===== src/rtl/demux_reg_bank_8.sv =====
// Eight-entry write-steered register bank with per-entry valid flags and a one-entry-per-cycle flush.
// Optional byte-strobed writes when DEMUX_REG_BANK_BYTE_STROBE_EN is defined (adds the BE port).
module demux_reg_bank_8 #(
    parameter int WIDTH = 32
) (
    input  logic             CLK,
    input  logic             RST,
    input  logic [WIDTH-1:0] D,
    input  logic [2:0]       Sel,
    input  logic             WE,
    input  logic             FLUSH,
`ifdef DEMUX_REG_BANK_BYTE_STROBE_EN
    input  logic [WIDTH/8-1:0] BE,
`endif
    output logic [WIDTH-1:0] Q0,
    output logic [WIDTH-1:0] Q1,
    output logic [WIDTH-1:0] Q2,
    output logic [WIDTH-1:0] Q3,
    output logic [WIDTH-1:0] Q4,
    output logic [WIDTH-1:0] Q5,
    output logic [WIDTH-1:0] Q6,
    output logic [WIDTH-1:0] Q7,
    output logic [7:0]       VALID,
    output logic             WR_ACK,
    output logic             BUSY
);

    typedef enum logic {
        IDLE,
        FLUSHING
    } state_t;

    state_t           state;
    state_t           next_state;
    logic [2:0]       counter;
    logic [WIDTH-1:0] entries [8];
    logic             do_write;
    logic             do_clear;
    logic             start_flush;
    logic [WIDTH-1:0] write_word;
    logic             write_sets_valid;

    always_ff @(posedge CLK or posedge RST) begin
        if (RST) begin
            state <= IDLE;
        end else begin
            state <= next_state;
        end
    end

    // A flush request in IDLE takes priority over a simultaneous write, which is dropped.
    always_comb begin
        next_state  = state;
        do_write    = 1'b0;
        do_clear    = 1'b0;
        start_flush = 1'b0;
        case (state)
            IDLE: begin
                if (FLUSH) begin
                    start_flush = 1'b1;
                    next_state  = FLUSHING;
                end else if (WE) begin
                    do_write = 1'b1;
                end
            end
            FLUSHING: begin
                do_clear = 1'b1;
                if (counter == 3'd7) begin
                    next_state = IDLE;
                end
            end
            default: next_state = IDLE;
        endcase
    end

`ifdef DEMUX_REG_BANK_BYTE_STROBE_EN
    // Bytes without a strobe keep the entry's current contents.
    always_comb begin
        write_word = entries[Sel];
        for (int k = 0; k < WIDTH/8; k++) begin
            if (BE[k]) begin
                write_word[8*k +: 8] = D[8*k +: 8];
            end
        end
        write_sets_valid = |BE;
    end
`else
    assign write_word       = D;
    assign write_sets_valid = 1'b1;
`endif

    always_ff @(posedge CLK or posedge RST) begin
        if (RST) begin
            for (int i = 0; i < 8; i++) begin
                entries[i] <= '0;
            end
            VALID   <= 8'h00;
            WR_ACK  <= 1'b0;
            BUSY    <= 1'b0;
            counter <= 3'd0;
        end else begin
            WR_ACK <= do_write;
            BUSY   <= (next_state == FLUSHING);
            if (start_flush) begin
                counter <= 3'd0;
            end
            // The counter parks at 7 after the last clear so a flush never wraps.
            if (do_clear) begin
                entries[counter] <= '0;
                VALID[counter]   <= 1'b0;
                if (counter != 3'd7) begin
                    counter <= counter + 3'd1;
                end
            end
            if (do_write) begin
                entries[Sel] <= write_word;
                if (write_sets_valid) begin
                    VALID[Sel] <= 1'b1;
                end
            end
        end
    end

    assign Q0 = entries[0];
    assign Q1 = entries[1];
    assign Q2 = entries[2];
    assign Q3 = entries[3];
    assign Q4 = entries[4];
    assign Q5 = entries[5];
    assign Q6 = entries[6];
    assign Q7 = entries[7];

endmodule


===== config.mk =====
export PLATFORM = sky130hd
export DESIGN_NAME = demux_reg_bank_8
export DESIGN_NICKNAME = d
export VERILOG_FILES = /design/src/rtl/demux_reg_bank_8.sv
export SDC_FILE = /design/constraint.sdc
export NUM_CORES = 1
export LEC_CHECK = 0
export CAP_MARGIN = 15
export CORE_MARGIN = 2
export CORE_UTILIZATION = 50
export CTS_BUF_LIST = sky130_fd_sc_hd__clkbuf_4 sky130_fd_sc_hd__clkbuf_8 sky130_fd_sc_hd__clkbuf_16
export DETAILED_ROUTE_END_ITERATION = 10
export DONT_BUFFER_PORTS = 1
export GPL_TIMING_DRIVEN = 0
export PLACE_DENSITY = 0.74
export SLEW_MARGIN = 20
export SYNTH_ARGS = -nofsm -noshare
export SYNTH_HDL_FRONTEND = slang
export SYNTH_SLANG_ARGS = --single-unit

===== constraint.sdc =====
create_clock -name CLK -period 7.6 [get_ports CLK]
set_input_delay 0.76 -clock CLK [delete_from_list [all_inputs] [get_ports CLK]]
set_output_delay 0.76 -clock CLK [all_outputs]
set_load 0.005 [all_outputs]

==> results of run 1 <==
[final cells by class]
type                       count  area share
tap                          280      0.0278
clock inverter                 5     0.00476
sequential                   269       0.534
multi-input combinational    558       0.306
timing repair buffer           9      0.0149
inverter                      34      0.0104
buffer                        57      0.0309
clock buffer                  45      0.0715
[cell usage after synthesis (all sizes together) (2+ instances only)]
library cell | number | area share
a22o | 2 | 0.0016
and4bb | 2 | 0.0023
buf | 36 | 0.028
clkbuf | 21 | 0.0071
dfrtp | 269 | 0.61
ha | 2 | 0.0023
inv | 34 | 0.011
mux2i | 256 | 0.23
nand2 | 277 | 0.094
nand4 | 2 | 0.0017
nand4b | 3 | 0.0024
nand4bb | 3 | 0.0030
nor2b | 3 | 0.0024
[worst reg2reg max path: stages (launching register included)]
cell	delay (ns)
dfrtp_1	0.52
buf_4	0.25
nand4b_1	0.54
clkbuf_1	0.43
nand2_1	0.14
mux2i_1	0.07
[layer usage]
metal,global-route usage,wire length [µm],up-vias,part of all wire
li1,-,-,3093,-
met1,0.339,12300,3545,0.41
met2,0.402,13900,269,0.46
met3,0.0868,2820,60,0.094
met4,0.0789,952,0,0.032
met5,0,0,-,0
[placed cells by master, fill, tap and decap left out, types with 2 or more instances in the layout]
cell type   count
clkinvlp_4      2
inv_1          33
a22o_1          2
and4bb_2        2
clkbuf_8        9
dfrtp_1       269
nand2_2         2
mux2i_1       256
buf_12          8
clkbuf_1       21
nand2_1       275
nand4bb_1       3
clkbuf_4        7
nand4b_1        3
buf_2           5
buf_6          14
ha_1            2
nor2b_1         2
clkbuf_16      29
buf_4          17
[worst min path at each step]
stage                          to  slack (ns)  cells after the start
2_1_floorplan  VALID[0]$_DFF_PP0_        0.47                      2
3_3_place_gp   VALID[2]$_DFF_PP0_        0.49                      2
3_5_place_dp   VALID[1]$_DFF_PP0_        0.50                      2
4_1_cts          Q3[25]$_DFF_PP0_        0.15                      1
5_1_grt          Q1[28]$_DFF_PP0_        0.18                      1
6_report         Q3[25]$_DFF_PP0_        0.16                      1
[stage by stage]
stage	utilization	std cells	hold WS, ns
3_3_place_gp	0.525	1198	0.489
3_5_place_dp	0.534	1207	0.496
5_1_grt	0.578	1257	0.182
6_report	0.578	1257	0.157
4_1_cts	0.578	1257	0.148
2_1_floorplan	-	918	0.467
[flip-flops by register name, indices dropped and copies added, names as in the netlist]
name / count
BUSY: 1
Q0: 32
Q1: 32
Q2: 32
Q3: 32
Q4: 32
Q5: 32
Q6: 32
Q7: 32
VALID: 8
WR_ACK: 1
counter: 3
[power by group through the flow]
| stage | clock network (mW) | registers [mW] | logic [mW] |
|---|---|---|---|
| floorplan | 0 | 2.19 | 0.668 |
| global placement | 0 | 2.36 | 0.830 |
| detailed placement | 0 | 2.36 | 0.897 |
| CTS | 1.42 | 2.35 | 0.895 |
| global route | 1.47 | 2.39 | 1.01 |
| finish | 1.40 | 2.33 | 0.885 |
[kinds of logic (layout without fill, tap and decap cells)]
| kind of cell | count (synthesis) | in the layout | synth area share |
|---|---|---|---|
| adders and majority gates | 2 | 2 | 0.00225 |
| muxes | 257 | 257 | 0.232 |
| buffers and inverters | 91 | 150 | 0.0465 |
| DFF | 269 | 269 | 0.606 |
| and+or+nand+nor | 295 | 295 | 0.111 |
| AOI/OAI and AO/OA | 4 | 4 | 0.00270 |
==> results.py, run 1 <==
metrics = {
    "yosys": {
        "ys_types": 26,
        "async_reset_ff_frac": 1.00,
        "synth.avg_cell_area_um2": 12.1,
        "syn_area_um2": 11100,
        "synth_edf_count": 0,
        "ys_ff_latch": 269,
        "synth_ff_type": "dfrtp_1",
        "netlist_instances": 918,
        "syn-num-nets": 959,
        "yosysWarnings": 0,
        "synth-seq-area-share": 0.606,
    },
    "routing": {
        "first_iter_violations": 341,
        "post_drt_wl_per_cell_um": 23.8,
        "routed_wl_mm": 30.0,
        "vias": 6967,
        "drc": 0,
        "via_per_inst": 5.54,
        "dr.pass1.iters": 5,
        "antenna_left": 0,
    },
    "clock_network": {
        "post_cts_buffers": 0,
        "cts_hold_buf": 0,
        "clock_latency_ns": 0.54,
        "cts_buffers": 29,
        "cts_resized": 0,
        "clk_pin_slew_ns": 0.06,
        "clock_path_buffers": 3,
        "numClockSinks": 269,
        "htreeDepth": 1,
        "clockRootBuffer": "clkbuf_16",
        "cts_tree": "yes",
    },
    "timing": {
        "layout_setup_ws_ns": 5.51,
        "rsz0062_at_grt": "no",
        "finalHoldViolCount": 0,
        "timing.final.crit_share": 0.275,
        "final.setup_skew_ns": 0.0243,
        "tightest_slew_ns": 0.645,
        "fin_tns_setup_ns": 0,
        "fin_crit_ns": 2.09,
        "slew_headroom": 0.568,
        "slew_viol_final": 0,
        "fmax_ghz": 0.478,
        "finalSetupViolations": 0,
    },
    "worst_setup_path": {
        "cp_cell_sequence": "buf_4, nand4b_1, clkbuf_1, nand2_1, mux2i_1",
        "cp.arrival_ns": 2.48,
        "startpoint": "BUSY$_DFF_PP0_",
        "endpoint": "Q5[3]$_DFF_PP0_",
        "critPathSlowestCell": "nand4b_1",
        "reg2reg_from": "BUSY$_DFF_PP0_",
        "crit_fanout": 10,
        "reg2reg_depth": 5,
        "worstPathRequired_ns": 7.99,
        "crit_path_end_kind": "flop",
        "worst_path_largest_cell_delay_ns": 0.54,
        "crit_type": "reg2reg",
        "rr_endpoint": "Q5[3]$_DFF_PP0_",
        "crit_family": "simple AND/OR/NAND/NOR gates",
        "cp_num_cells": 5,
        "rrSetupSlack_ns": 5.51,
        "start_kind": "flop",
        "crit_buf_inv": 2,
    },
    "floorplanning": {
        "core_area_um2": 21800,
        "dieArea_um2": 23400,
        "io_pins": 305,
        "die_w_um": 153,
        "core.rowCount": 54,
        "die_y_um": 153,
        "initial_utilization": 0.509,
    },
    "power": {
        "seq_power_share": 0.505,
        "p_comb_frac": 0.192,
        "p_switching_mw": 1.54,
        "vdd_drop_max_mv": 0.178,
        "p_sw_frac": 0.333,
        "internal_power_mw": 3.08,
        "leakage_nw": 7.43,
        "total_power_mw": 4.62,
        "p_clk_frac": 0.303,
        "cellPowerDensity_nw_per_um2": 366,
    },
    "layout": {
        "final_area_um2": 12600,
        "multi_input_area_um2": 3860,
        "layout-area-overhead-vs-synth_pct": 13.5,
        "nFillCells": 1768,
        "regArea_um2": 6730,
        "final_layout_size_suffix_gt1_frac": 0.108,
        "layout.nets": 999,
        "diodes": 0,
    },
    "grt": {
        "antenna_found_initial": 0,
        "global_route.usage.total": 0.256,
        "gr-total-overflow": 0,
        "grt_max_degree": 35,
        "grt_pass1_vias": 7496,
        "grt_pass1_wl_mm": 46.7,
    },
    "placed_design": {
        "dpl_worst_slack_ns": 5.53,
        "placed_cell_area_um2": 11600,
        "io_buffers": 0,
        "place.gp.congestion": 0.791,
        "dp_hpwl_mm": 21.3,
    },
    "job": {
        "max_cap_viol_count": 0,
    },
    "outcome": {
        "status": "finished clean",
    },
    "min_path": {
        "hold_path_class": "in2async",
    },
}
Power figures use the tool's default switching activity.
==> inputs of run 2 (changes only) <==
--- a/config.mk
+++ b/config.mk
@@ -5,6 +5,7 @@
 export SDC_FILE = /design/constraint.sdc
 export NUM_CORES = 1
 export LEC_CHECK = 0
+export ABC_AREA = 1
 export CAP_MARGIN = 15
 export CORE_MARGIN = 2
 export CORE_UTILIZATION = 50
@@ -12,7 +13,7 @@
 export DETAILED_ROUTE_END_ITERATION = 10
 export DONT_BUFFER_PORTS = 1
 export GPL_TIMING_DRIVEN = 0
-export PLACE_DENSITY = 0.74
+export PLACE_DENSITY = 0.71
 export SLEW_MARGIN = 20
 export SYNTH_ARGS = -nofsm -noshare
 export SYNTH_HDL_FRONTEND = slang
==> constraint.sdc (replaced) <==
create_clock -name CLK -period 2.1 [get_ports CLK]
set_input_delay 0.21 -clock CLK [delete_from_list [all_inputs] [get_ports CLK]]
set_output_delay 0.21 -clock CLK [all_outputs]
set_load 0.005 [all_outputs]
==> results.py, run 2 <==
metrics = {
    "timing": {
        "tightest_slew_ns": 0.826,
        "finalHoldViolCount": 0,
        "rsz0062_at_grt": "no",
        "timing.final.crit_share": 0.800,
        "finalSetupViolations": 0,
        "final.setup_skew_ns": 0.0121,
        "fin_tns_setup_ns": 0,
        "slew_headroom": 0.449,
        "fin_crit_ns": 1.68,
        "fmax_ghz": 0.596,
        "slew_viol_final": 0,
        "holdWs_ns": 0.0183,
    },
    "min_path": {
        "holdPathStages": 4,
        "hold_path_class": "in2reg",
    },
    "grt": {
        "grt_max_degree": 35,
        "antenna_found_initial": 1,
        "grt_pass1_vias": 9681,
        "global_route.usage.total": 0.283,
        "gr-total-overflow": 0,
        "grt_pass1_wl_mm": 57.2,
    },
    "job": {
        "max_cap_viol_count": 0,
    },
    "yosys": {
        "synth_edf_count": 0,
        "synth-seq-area-share": 0.523,
        "netlist_top_cells_count": "nand2_1 (782), dfrtp_1 (269), inv_1 (266)",
        "ys_ff_latch": 269,
        "ys_top_cells_by_area": "dfrtp_1 (52%), nand2_1 (23%), inv_1 (7.8%), nor2_1 (7.5%), buf_6 (3.2%)",
        "synth_largest_area_cell": "dfrtp_1",
        "yosysWarnings": 0,
        "synth_most_common_cell": "nand2_1",
        "netlist_instances": 1741,
        "syn_area_um2": 12900,
        "synth_top_area_frac": 0.523,
        "synth_ff_type": "dfrtp_1",
        "ys_types": 20,
        "synth.avg_cell_area_um2": 7.39,
        "async_reset_ff_frac": 1.00,
        "syn-num-nets": 1782,
    },
    "clock_network": {
        "cts_buffers": 29,
        "cts_tree": "yes",
        "clk_pin_slew_ns": 0.06,
        "clockRootBuffer": "clkbuf_16",
        "numClockSinks": 269,
        "clock_latency_ns": 0.55,
        "post_cts_buffers": 0,
        "htreeDepth": 1,
        "clock_path_buffers": 3,
    },
    "layout": {
        "layout.nets": 1825,
        "final_layout_size_suffix_gt1_frac": 0.0961,
        "layout_common_cells": "nand2_1 (782), dfrtp_1 (269), inv_1 (265)",
        "final_util": 0.572,
        "diodes": 0,
        "nFillCells": 2376,
        "layout-area-overhead-vs-synth_pct": 12.3,
        "final_common_cell": "nand2_1",
    },
    "floorplanning": {
        "die_y_um": 164,
        "io_pins": 305,
        "die_w_um": 164,
        "core.rowCount": 58,
        "dieArea_um2": 27000,
        "core_area_um2": 25300,
        "initial_utilization": 0.509,
    },
    "routing": {
        "routed_wl_mm": 38.3,
        "vias": 10100,
        "post_drt_wl_per_cell_um": 18.0,
        "dr.pass1.iters": 5,
        "via_per_inst": 4.73,
        "first_iter_violations": 767,
        "antenna_left": 0,
        "drc": 0,
    },
    "worst_setup_path": {
        "worstPathRequired_ns": 2.53,
        "crit_path_end_kind": "flop",
        "crit_type": "reg2reg",
        "cp.arrival_ns": 2.10,
        "start_kind": "flop",
        "reg2reg_depth": 7,
        "crit_fanout": 10,
    },
    "power": {
        "leakage_nw": 8.06,
        "cellPowerDensity_nw_per_um2": 1130,
        "vdd_drop_max_mv": 0.665,
    },
    "placed_design": {
        "io_buffers": 0,
        "place.gp.congestion": 0.810,
        "dp_hpwl_mm": 27.6,
    },
    "outcome": {
        "status": "finished clean",
    },
}
## run 2: changes by cell type after synthesis, moves of 8 or more
cell / before / now
mux2i_1: 256 / 0
buf_6: 14 / 37
nand3_1: 0 / 11
buf_2: 5 / 34
nand2_4: 0 / 8
o21ai_0: 1 / 12
nor2_2: 0 / 8
nor2_1: 0 / 257
nand2_1: 275 / 782
inv_1: 34 / 266
## run 2: per-stage QoR
stage               std cells  power (mW)  setup slack, ns  area, µm²
global placement         2071        10.9            -3.23      13300
detailed placement       2079        11.1            0.454      13400
finish                   2131        16.3            0.421      14500
floorplan                1741        9.86            -1.66      12900
global route             2131        17.2            0.336      14500
CTS                      2131        16.3            0.428      14500
## run 2: layout make-up
cell class                      instances  area (µm²)  share of cell area
Sequential cell                       269        6730               0.466
Multi-Input combinational cell       1095        4340               0.300
Timing Repair Buffer                   12         200              0.0139
Clock buffer                           41         860              0.0595
Buffer                                107         771              0.0533
Inverter                              270        1030              0.0712
Tap cell                              330         413              0.0286
Clock inverter                          7         110             0.00762
## run 2: cell families after synthesis
family                     share of synthesized area
and+or+nand+nor                                0.331
AOI/OAI and AO/OA                            0.00467
adders and majority gates                    0.00194
buffers and inverters                          0.140
DFF                                            0.523
## run 2: power breakdown
group	total [mW]	internal [mW]	switching (mW)
sequential	7.62	6.42	1.20
clock	5.26	3.18	2.08
combinational	3.39	1.14	2.25
## run 2: worst paths after layout
path / end / slack [ns] / startpoint
max in group asynchronous: Q7[8]$_DFF_PP0_ / 0.77 / RST
max: Q3[14]$_DFF_PP0_ / 0.42 / BUSY$_DFF_PP0_
min: Q3[25]$_DFF_PP0_ / 0.02 / Sel[1]
max reg2reg: Q3[14]$_DFF_PP0_ / 0.42 / BUSY$_DFF_PP0_
min in group asynchronous: Q4[17]$_DFF_PP0_ / 0.28 / RST
min reg2reg: VALID[4]$_DFF_PP0_ / 0.58 / VALID[4]$_DFF_PP0_
## run 2: routing by layer
| layer | track usage | vias up | part of all wire |
|---|---|---|---|
| met5 | 0 | - | 0.00029 |
| met4 | 0.0960 | 2 | 0.034 |
| met3 | 0.0821 | 74 | 0.096 |
| met2 | 0.473 | 354 | 0.47 |
| met1 | 0.353 | 4627 | 0.39 |
| li1 | - | 5013 | - |
## run 2: what timing repair did
| item | in CTS | in global routing |
|---|---|---|
| resized for setup | 0 | 0 |
| hold buffers | 4 | 0 |
| hold endpoints to repair | 34 | 0 |
## run 2: worst max-delay path, cell delays in order (launching register included)
cell and delay, ns:
dfrtp_1 0.41, buf_6 0.17, nand2_2 0.15, nor2_2 0.33, buf_2 0.32, nor2_1 0.07, nand2_1 0.07, nand2_1 0.05
==> inputs of run 3 (changes only) <==
==> constraint.sdc (replaced) <==
create_clock -name CLK -period 1.73 [get_ports CLK]
set_input_delay 0.173 -clock CLK [delete_from_list [all_inputs] [get_ports CLK]]
set_output_delay 0.173 -clock CLK [all_outputs]
set_load 0.005 [all_outputs]
==> results.py, run 3 (synthesized netlist as in run 2, its figures left out) <==
metrics = {
    "power": {
        "vdd_drop_max_mv": 0.812,
        "total_power_mw": 19.8,
        "leakage_nw": 8.10,
        "cellPowerDensity_nw_per_um2": 1360,
    },
    "timing": {
        "final.setup_skew_ns": 0.0118,
        "holdWs_ns": 0.0191,
        "timing.final.crit_share": 0.970,
        "tightest_slew_ns": 0.828,
        "layout_setup_ws_ns": 0.0516,
        "slew_viol_final": 0,
        "fin_crit_ns": 1.68,
        "finalHoldViolCount": 0,
        "slew_headroom": 0.448,
        "fin_tns_setup_ns": 0,
        "finalSetupViolations": 0,
        "rsz0062_at_grt": "no",
        "fmax_ghz": 0.596,
    },
    "floorplanning": {
        "initial_utilization": 0.509,
        "core.rowCount": 58,
        "dieArea_um2": 27000,
        "core_area_um2": 25300,
        "die_y_um": 164,
        "die_w_um": 164,
        "io_pins": 305,
    },
    "worst_setup_path": {
        "cp.arrival_ns": 2.10,
        "worstPathRequired_ns": 2.15,
        "crit_type": "reg2reg",
        "worst_path_largest_cell_delay_ns": 0.41,
        "cpMostUsedCell": "nand2_1",
        "critPathSlowestCell": "dfrtp_1",
        "rrSetupSlack_ns": 0.05,
        "crit_fanout": 10,
        "cp_cell_sequence": "buf_6, nand2_2, nor2_2, buf_2, nor2_1, nand2_1, nand2_1",
        "start_kind": "flop",
        "crit_family": "simple AND/OR/NAND/NOR gates",
        "crit_path_end_kind": "flop",
        "crit_buf_inv": 2,
    },
    "routing": {
        "vias": 10100,
        "post_drt_wl_per_cell_um": 17.9,
        "first_iter_violations": 743,
        "routed_wl_mm": 38.4,
        "antenna_left": 0,
        "dr.pass1.iters": 5,
        "via_per_inst": 4.71,
        "drc": 0,
    },
    "min_path": {
        "hold_path_class": "in2reg",
    },
    "clock_network": {
        "clock_latency_ns": 0.55,
        "clockRootBuffer": "clkbuf_16",
        "cts_tree": "yes",
        "post_cts_buffers": 0,
        "cts_buffers": 29,
        "numClockSinks": 269,
        "clock_path_buffers": 3,
        "clk_pin_slew_ns": 0.06,
        "htreeDepth": 1,
    },
    "placed_design": {
        "dp_hpwl_mm": 27.6,
        "io_buffers": 0,
        "dpl_worst_slack_ns": 0.0839,
        "placed_cell_area_um2": 13400,
        "place.gp.congestion": 0.810,
    },
    "grt": {
        "grt_pass1_wl_mm": 57.3,
        "antenna_found_initial": 1,
        "grt_max_degree": 35,
        "grt_pass1_vias": 9717,
        "gr-total-overflow": 0,
        "global_route.usage.total": 0.283,
    },
    "layout": {
        "final_area_um2": 14600,
        "multi_input_area_um2": 4350,
        "regArea_um2": 6730,
        "nFillCells": 2369,
        "layout.nets": 1833,
        "layout-area-overhead-vs-synth_pct": 13.1,
        "final_common_cell": "nand2_1",
        "layout_common_cells": "nand2_1 (782), dfrtp_1 (269), inv_1 (265)",
        "final_layout_size_suffix_gt1_frac": 0.0956,
        "diodes": 0,
    },
    "job": {
        "max_cap_viol_count": 0,
    },
    "outcome": {
        "status": "finished clean",
    },
}
==> run 3: worst paths after layout <==
path / start / endpoint / cells past startpoint
max: BUSY$_DFF_PP0_ / Q5[21]$_DFF_PP0_ / 7
min: D[23] / Q7[23]$_DFF_PP0_ / 3
max reg2reg: BUSY$_DFF_PP0_ / Q5[21]$_DFF_PP0_ / 7
min reg2reg: VALID[5]$_DFF_PP0_ / VALID[5]$_DFF_PP0_ / 2
max in group asynchronous: RST / Q2[10]$_DFF_PP0_ / 5
min in group asynchronous: RST / Q4[17]$_DFF_PP0_ / 2
==> run 3: worst register-to-register path, cell delays in order, from the launching register on <==
cell	delay, ns
dfrtp_1	0.41
buf_6	0.17
nand2_2	0.17
nor2_2	0.29
buf_2	0.32
nor2_1	0.07
nand2_1	0.07
nand2_1	0.06
==> run 3: metrics by stage <==
stage	std cells	utilization
after detailed placement	2079	0.532
after CTS	2139	0.575
after floorplan	1741	-
final	2139	0.576
after global placement	2071	0.526
after global routing	2139	0.576
==> run 3: metal layers <==
layer,track usage,vias to the layer above,part of all wire
li1,-,5031,-
met1,0.353,4619,0.40
met2,0.472,352,0.47
met3,0.0821,74,0.096
met4,0.0968,2,0.034
met5,0,-,0.00029
==> run 3: power by group <==
group	total, mW	internal (mW)	switching (mW)
logic	4.18	1.41	2.77
registers	9.24	7.79	1.45
clock network	6.37	3.86	2.51
==> run 3: cell type report <==
type,instances,share of cell area
flip-flops and latches,269,0.462
clock buffers,41,0.0591
inverters,270,0.0707
multi-input cells,1095,0.299
well taps,330,0.0284
repair buffers,20,0.0193
clock inverters,7,0.00756
plain buffers,107,0.0535
==> run 3: timing repair <==
action                     4_1_cts  5_1_grt
setup endpoints to repair        0       30
hold buffers                    12        0
hold endpoints to repair        68        0
gates resized for setup          0        6
